--- src/rtl/exec_pipeline_ctrl.sv ---
// Hazard/sequencing controller around the execute stage of an IF/ID/EX/WB pipe:
// stalls, kills, operand forwarding selects, PC redirect and perf counters.
module exec_pipeline_ctrl #(
    parameter int CNT_W = 32
) (
    input  logic             clk,
    input  logic             rst,
    input  logic [4:0]       id_rs1,
    input  logic [4:0]       id_rs2,
    input  logic             id_use_rs1,
    input  logic             id_use_rs2,
    input  logic             ex_valid,
    input  logic [4:0]       ex_rd,
    input  logic             ex_reg_we,
    input  logic             ex_is_load,
    input  logic             ex_do_jump,
    input  logic             wb_valid,
    input  logic             wb_reg_we,
    input  logic [4:0]       wb_rd,
    input  logic             imem_stall,
    input  logic             dmem_stall,
    output logic             pc_sel_jump,
    output logic             stall_if,
    output logic             stall_ex,
    output logic             kill_id,
    output logic             kill_ex,
    output logic [1:0]       fwd_a_sel,
    output logic [1:0]       fwd_b_sel,
    output logic [CNT_W-1:0] stall_cnt,
    output logic [CNT_W-1:0] flush_cnt
);

    typedef enum logic {RUN, FREEZE} state_t;

    state_t     state_q, state_d;
    logic       frozen;
    logic       ret_valid;
    logic [4:0] ret_rd;
    logic       ex_writes, redirect, load_use;

    assign ex_writes = ex_valid & ex_reg_we & (ex_rd != 5'd0);
    assign redirect  = ex_valid & ex_do_jump;
    assign load_use  = ex_writes & ex_is_load &
                       ((id_use_rs1 & (id_rs1 == ex_rd)) | (id_use_rs2 & (id_rs2 == ex_rd)));

    // Younger producer (EX, about to enter WB) wins over the retire register.
    function automatic logic [1:0] fwd_sel(input logic [4:0] rs);
        if (ex_writes && rs == ex_rd)
            return 2'b01;
        else if (ret_valid && ret_rd != 5'd0 && rs == ret_rd)
            return 2'b10;
        else
            return 2'b00;
    endfunction

    always_ff @(posedge clk) begin
        if (rst)
            state_q <= RUN;
        else
            state_q <= state_d;
    end

    // dmem_stall freezes combinationally; the first cycle it drops already runs.
    always_comb begin
        state_d = state_q;
        frozen  = 1'b0;
        case (state_q)
            RUN: begin
                if (dmem_stall) begin
                    state_d = FREEZE;
                    frozen  = 1'b1;
                end
            end
            FREEZE: begin
                if (dmem_stall)
                    frozen = 1'b1;
                else
                    state_d = RUN;
            end
            default: state_d = RUN;
        endcase
    end

    always_comb begin
        pc_sel_jump = 1'b0;
        stall_if    = 1'b0;
        stall_ex    = 1'b0;
        kill_id     = 1'b0;
        kill_ex     = 1'b0;
        fwd_a_sel   = fwd_sel(id_rs1);
        fwd_b_sel   = fwd_sel(id_rs2);
        if (rst) begin
            kill_id   = 1'b1;
            kill_ex   = 1'b1;
            fwd_a_sel = 2'b00;
            fwd_b_sel = 2'b00;
        end else if (frozen) begin
            stall_if = 1'b1;
            stall_ex = 1'b1;
        end else if (redirect) begin
            pc_sel_jump = 1'b1;
            kill_id     = 1'b1;
            kill_ex     = 1'b1;
        end else if (load_use) begin
            stall_if = 1'b1;
            kill_ex  = 1'b1;
        end else if (imem_stall) begin
            stall_if = 1'b1;
            kill_id  = 1'b1;
        end
    end

    // Retire register covers the cycle between WB and the regfile write becoming visible.
    always_ff @(posedge clk) begin
        if (rst) begin
            ret_valid <= 1'b0;
            ret_rd    <= 5'd0;
        end else if (!frozen) begin
            ret_valid <= wb_valid & wb_reg_we;
            ret_rd    <= wb_rd;
        end
    end

    always_ff @(posedge clk) begin
        if (rst) begin
            stall_cnt <= '0;
            flush_cnt <= '0;
        end else begin
            if (stall_if | stall_ex)
                stall_cnt <= stall_cnt + 1'b1;
            if (pc_sel_jump)
                flush_cnt <= flush_cnt + 1'b1;
        end
    end

endmodule
--- config.mk ---
export PLATFORM = sky130hd
export DESIGN_NAME = exec_pipeline_ctrl
export DESIGN_NICKNAME = d
export VERILOG_FILES = /design/src/rtl/exec_pipeline_ctrl.sv
export SDC_FILE = /design/constraint.sdc
export NUM_CORES = 1
export LEC_CHECK = 0
export ABC_AREA = 1
export ABC_CLOCK_PERIOD_IN_PS = 1850
export BUFFER_PORTS_ARGS = -buffer_cell sky130_fd_sc_hd__buf_4
export CAP_MARGIN = 20
export CORE_MARGIN = 2
export CORE_UTILIZATION = 41
export DETAILED_ROUTE_END_ITERATION = 6
export GPL_ROUTABILITY_DRIVEN = 0
export PLACE_DENSITY = 0.67
export SLEW_MARGIN = 0
export SYNTH_ARGS = -nofsm -noshare
export SYNTH_HDL_FRONTEND = slang
export SYNTH_SLANG_ARGS = --single-unit
--- constraint.sdc ---
create_clock -name clk -period 1.85 [get_ports clk]
set_clock_uncertainty 0.05 [all_clocks]
set_input_delay 0.37 -clock clk [delete_from_list [all_inputs] [get_ports clk]]
set_output_delay 0.37 -clock clk [all_outputs]
set_load 0.02 [all_outputs]
==> flow_metrics.py, run 1 <==
metrics = {
    "placement": {
        "dpl.hpwl_um": 9134,
        "dp.cells": 929,
        "portBuffers": 104,
    },
    "logic_synthesis": {
        "synth.top_cell.area_share": 0.3377,
        "yosys_most_used_dff": "dfxtp_1",
        "ys_top_cells_by_count": "nand2_1, nor2_1, dfxtp_1",
        "synth_warnings": 0,
        "yosysMostFrequentCell": "nand2_1",
        "synth.net_count": 684,
        "syn_area_per_cell_um2": 6.385,
        "syn_inst": 650,
        "synth_seq_cells": 70,
        "seq_area_frac_synth": 0.3377,
        "yosys.area.top_type": "dfxtp_1",
        "async_flop_share": 0,
        "synth_area_leaders": "dfxtp_1, nand2_1, nor2_1, inv_1, nand3_1",
        "ys_types": 47,
        "synth_edf_count": 0,
        "syn_area_um2": 4150,
    },
    "drt": {
        "wirelength_um": 12720,
        "drc": 0,
        "drt_iter0_markers": 266,
        "wl_per_cell_um": 13.28,
        "via_per_inst": 5.095,
        "vias": 4881,
        "firstDrtPassIters": 5,
        "antenna_left": 0,
    },
    "pwr": {
        "seq_power_share": 0.462,
        "p_comb_frac": 0.130,
        "pwr-share-clk": 0.408,
        "p_leak_uw": 0.002835,
        "p_per_area_nw_per_um2": 532.0,
        "p_int_uw": 2487,
        "ir_worst_vdd_v": 0.0002756,
        "p_sw_uw": 843.2,
        "switching_share": 0.2532,
    },
    "global_routing": {
        "grt_max_degree": 33,
        "grt_antenna_before_repair": 0,
        "grt_pass1_vias": 4285,
        "grt_pass1_wl_um": 19670,
        "grt_overflow": 0,
        "grt_use_total": 0.2177,
    },
    "sta": {
        "relSlewSlack": 0.7925,
        "rsz0062_at_grt": "yes",
        "finalHoldViolations": 0,
        "finalSetupViolCount": 3,
        "tns_ps": -497.6,
        "setup_ws_ps": -216.6,
        "max_slew.worst_pin.slew_ps": 308.4,
        "fmax_ghz": 0.4839,
        "layout_min_cycle_time_ps": 2067,
        "fin_crit_sh": 1.117,
        "drv_slew": 0,
    },
    "cts": {
        "cts.sinks": 70,
        "cts_buffers": 9,
        "hold_buffers": 0,
        "cts_tree": "done",
        "cts_htree_levels": 3,
        "cts-root-buf": "clkbuf_8",
        "cts_buffer_depth": 2,
        "insertion_delay_ps": 350,
        "cts.clk_slew.worst_paths_ps": 70,
    },
    "status": {
        "violations": "setup timing",
        "status": "finished, violations left",
    },
    "final_layout": {
        "area_growth_pct": 50.83,
        "multiInputGateArea_um2": 2755,
        "drive_gt1_frac": 0.3673,
        "final_nets": 854,
        "seqCellArea_um2": 1421,
        "fin_cells": 958,
        "diodes": 0,
        "fill_cells": 899,
    },
    "worst_setup_path": {
        "crit_arrival_ps": 1650,
        "setup.worst_path.start_class": "flop",
        "critPathKind": "flop to primary output",
        "crit_fanout": 2,
        "worstSetupEndpointType": "primary output",
        "worst_ep_required_time_ps": 1430,
    },
    "hold_path": {
        "hp-class": "primary input to flop",
    },
    "floorplan": {
        "die_area_um2": 10940,
        "initial_utilization": 0.4227,
        "num_rows": 36,
        "die_x_um": 104.6,
        "core_area_um2": 9819,
        "ios": 105,
        "die_y_um": 104.6,
    },
    "job": {
        "maxCapViolCount": 0,
    },
}
cell usage in the layout, fill, tap and decap left out, types with 6 or more instances in the layout:
master,n
inv_1,61
o21ai_0,13
inv_2,18
nand2_2,12
nor3_1,6
dfxtp_2,13
a21oi_1,33
nor2_2,8
xor2_1,6
nor3_2,7
nand2_1,172
nor2_1,80
dfxtp_1,56
nand3_1,39
nand3_4,7
nand4_1,23
nor2_4,10
xnor2_1,8
buf_4,156
clkbuf_8,13
nand3_2,7
buf_6,14
per-stage QoR:
| step | utilization | area [um^2] | total power, uW | hold WS (ps) | worst slack (ps) |
|---|---|---|---|---|---|
| 5_1_grt | 0.6375 | 6260 | 3462 | 186.1 | -314.8 |
| 4_1_cts | 0.5966 | 5858 | 3284 | 174.8 | -224.1 |
| 2_1_floorplan | - | 4164 | 1731 | 382.8 | 3.292 |
| 3_5_place_dp | 0.5571 | 5470 | 1913 | 403.1 | -132.2 |
| 3_3_place_gp | 0.5571 | 5470 | 1906 | 397.5 | -83.08 |
| 6_report | 0.6375 | 6260 | 3330 | 189.0 | -216.6 |
per-layer routing:
| layer | share of wire | global-route usage | vias to the layer above |
|---|---|---|---|
| li1 | - | - | 2446 |
| met4 | 0.023 | 0.07238 | 0 |
| met1 | 0.45 | 0.2910 | 2251 |
| met5 | 0 | 0 | - |
| met2 | 0.48 | 0.3515 | 159 |
| met3 | 0.055 | 0.04367 | 25 |
worst max-delay path, stage by stage (launching register included):
cell	delay [ps]
dfxtp_2	330
or2_2	300
a221oi_2	240
nand4_1	130
nor3_2	140
buf_4	160
flip-flops by register name, summed over array words and instances (netlist names):
name / flops
flush_cnt: 32
stall_cnt: 32
ret_rd: 5
ret_valid: 1
power groups by stage:
| stage | clock (uW) | sequential (uW) | combinational [uW] |
|---|---|---|---|
| 2_1_floorplan | 0 | 1570 | 157 |
| 3_3_place_gp | 0 | 1560 | 341 |
| 3_5_place_dp | 0 | 1570 | 348 |
| 4_1_cts | 1380 | 1530 | 369 |
| 5_1_grt | 1460 | 1540 | 465 |
| 6_report | 1360 | 1540 | 431 |
layout make-up:
| class | instances | area share |
|---|---|---|
| Clock buffer | 13 | 0.02858 |
| Timing Repair Buffer | 174 | 0.2219 |
| Inverter | 82 | 0.04937 |
| Tap cell | 133 | 0.02658 |
| Sequential cell | 70 | 0.2271 |
| Multi-Input combinational cell | 483 | 0.4401 |
| Clock inverter | 3 | 0.006396 |
final timing paths:
kind	startpoint	endpoint	slack, ps	cells past startpoint
worst min-delay path	wb_rd[1]	ret_rd[1]	190	3
worst max register to register	stall_cnt[1]	stall_cnt[28]	20	10
worst max-delay path	ret_rd[4]	fwd_a_sel[1]	-220	5
worst min register to register	flush_cnt[5]	flush_cnt[5]	450	2
logic make-up (layout without fill, tap and decap cells):
group / Yosys count / count (layout) / synth area share
and+or+nand+nor: 400 / 400 / 0.4426
DFF: 70 / 70 / 0.3377
buffers and inverters: 97 / 272 / 0.09105
AOI/OAI and AO/OA: 64 / 64 / 0.08683
xor gates and xnor gates: 17 / 17 / 0.03588
adders and majority gates: 2 / 2 / 0.006029
what timing repair did:
action	4_1_cts	5_1_grt
resized for setup	34	85
setup buffers	6	8
pin swaps	11	40
endpoints found under the setup margin	10	33
endpoints found under the hold margin	0	0
No activity file was read; power rests on OpenSTA's default activity.
==> run 2, diff against run 1 <==
--- a/config.mk
+++ b/config.mk
@@ -13,7 +13,7 @@
 export CORE_UTILIZATION = 41
 export DETAILED_ROUTE_END_ITERATION = 6
 export GPL_ROUTABILITY_DRIVEN = 0
-export PLACE_DENSITY = 0.67
+export PLACE_DENSITY = 0.71
 export SLEW_MARGIN = 0
 export SYNTH_ARGS = -nofsm -noshare
 export SYNTH_HDL_FRONTEND = slang
==> flow_metrics.py, run 2 (same netlist as run 1, synthesis figures left out) <==
metrics = {
    "drt": {
        "via_per_inst": 5.233,
        "wirelength_um": 13970,
        "drt_iter0_markers": 262,
        "wl_per_cell_um": 14.43,
        "vias": 5066,
        "drc": 0,
        "firstDrtPassIters": 5,
        "antenna_left": 0,
    },
    "hold_path": {
        "hp-class": "primary input to flop",
        "min_from": "wb_rd[1]",
    },
    "pwr": {
        "p_int_uw": 2348,
        "switching_share": 0.2631,
        "seq_power_share": 0.482,
        "p_leak_uw": 0.002976,
        "p_comb_frac": 0.151,
        "p_sw_uw": 838.5,
        "pwr-share-clk": 0.367,
        "ir_worst_vdd_v": 0.0002422,
        "p_per_area_nw_per_um2": 492.4,
    },
    "final_layout": {
        "fill_cells": 850,
        "multiInputGateArea_um2": 2815,
        "seqCellArea_um2": 1420,
        "layout_common_cells": "buf_4, nand2_1, nor2_1",
        "drive_gt1_frac": 0.3856,
        "diodes": 0,
        "postLayoutCoreUtil": 0.6590,
        "area_growth_pct": 55.92,
        "reg_top3": "flush_cnt: 32 flops, stall_cnt: 32 flops, ret_rd: 5 flops",
        "final_nets": 864,
        "final_common_cell": "buf_4",
        "fin_cells": 968,
    },
    "floorplan": {
        "die_y_um": 104.6,
        "num_rows": 36,
        "initial_utilization": 0.4227,
        "die_x_um": 104.6,
        "ios": 105,
        "die_area_um2": 10940,
        "core_area_um2": 9819,
    },
    "worst_setup_path": {
        "setup.worst_path.start_class": "flop",
        "crit_start": "ret_rd[4]",
        "crit_fanout": 3,
        "worst_ep_required_time_ps": 1430,
        "reg2reg_from": "stall_cnt[1]",
        "worstSetupEndpointType": "primary output",
        "crit_arrival_ps": 1700,
        "critPathKind": "flop to primary output",
    },
    "global_routing": {
        "grt_overflow": 0,
        "grt_max_degree": 61,
        "grt_pass1_wl_um": 20800,
        "grt_antenna_before_repair": 0,
        "grt_pass1_vias": 4658,
        "grt_use_total": 0.2309,
    },
    "job": {
        "maxCapViolCount": 0,
    },
    "sta": {
        "drv_slew": 0,
        "max_slew.worst_pin.slew_ps": 340.3,
        "rsz0062_at_grt": "yes",
        "fin_crit_sh": 1.146,
        "finalSetupViolCount": 5,
        "finalHoldViolations": 0,
        "layout_min_cycle_time_ps": 2120,
        "fmax_ghz": 0.4716,
        "relSlewSlack": 0.7712,
        "setup_ws_ps": -270.3,
    },
    "placement": {
        "dp.cells": 929,
        "dpl.hpwl_um": 9198,
        "portBuffers": 104,
    },
    "status": {
        "status": "finished, violations left",
        "violations": "setup timing",
    },
    "cts": {
        "cts.clk_slew.worst_paths_ps": 70,
        "cts_htree_levels": 3,
        "cts_buffer_depth": 2,
        "cts-root-buf": "clkbuf_8",
        "cts.sinks": 70,
        "cts_buffers": 9,
        "insertion_delay_ps": 370,
        "cts_tree": "done",
    },
}
==> run 2: cell count changes in the layout (fill, tap and decap cells not counted), sizes merged <==
cell / before / now
buf: 174 / 182
clkinv: 5 / 4
clkbuf: 13 / 18
bufinv: 1 / 0
inv: 79 / 78
==> run 2: path summary, 6_finish.rpt <==
kind / endpoint / slack [ps] / depth (start not counted)
setup / recovery: fwd_a_sel[1] / -270 / 5
hold reg to reg: flush_cnt[5] / 470 / 2
hold / removal: ret_rd[1] / 160 / 3
setup reg to reg: stall_cnt[31] / 10 / 11
==> run 2: per-layer routing <==
layer	up-vias	global-route usage	wire, um
met5	-	0	0
met4	0	0.1038	426
met3	34	0.04554	864
met2	194	0.3936	6985
met1	2366	0.2813	5693
li1	2472	-	-
==> run 2: per-stage QoR <==
step	area, um^2	power (uW)	TNS, ps	worst slack (ps)	hold WS, ps
finish	6471	3187	-689.1	-270.3	159.4
global route	6471	3304	-1646	-338.5	169.2
CTS	5882	3086	-549.7	-238.5	156.7
detailed placement	5495	1902	-1691	-131.4	454.9
global placement	5495	1893	-206.3	-44.30	409.2
floorplan	4164	1731	0	3.292	382.8
==> run 2: layout make-up <==
type / instances / area share
Inverter: 82 / 0.05085
Sequential cell: 70 / 0.2195
Timing Repair Buffer: 184 / 0.2411
Tap cell: 133 / 0.02572
Multi-Input combinational cell: 483 / 0.4350
Clock buffer: 16 / 0.02784
==> run 2: critical path, stage by stage, from the launching register on <==
cell and delay, ps:
dfxtp_2 340, or2_2 300, a221oi_2 200, nand4_1 140
nor3_2 190, buf_4 170
==> run 2: what timing repair did <==
item | in CTS | in global routing
pin swaps | 17 | 54
endpoints found under the setup margin | 10 | 50
gates cloned | 0 | 2
buffers inserted | 14 | 10
resized for setup | 25 | 133
hold buffers | 0 | 0
==> run 2: power by group through the flow <==
stage / clock (uW) / combinational, uW / sequential, uW
final: 1170 / 480 / 1540
after global routing: 1250 / 511 / 1540
after CTS: 1190 / 367 / 1530
after detailed placement: 0 / 337 / 1560
after global placement: 0 / 329 / 1560
after floorplan: 0 / 157 / 1570
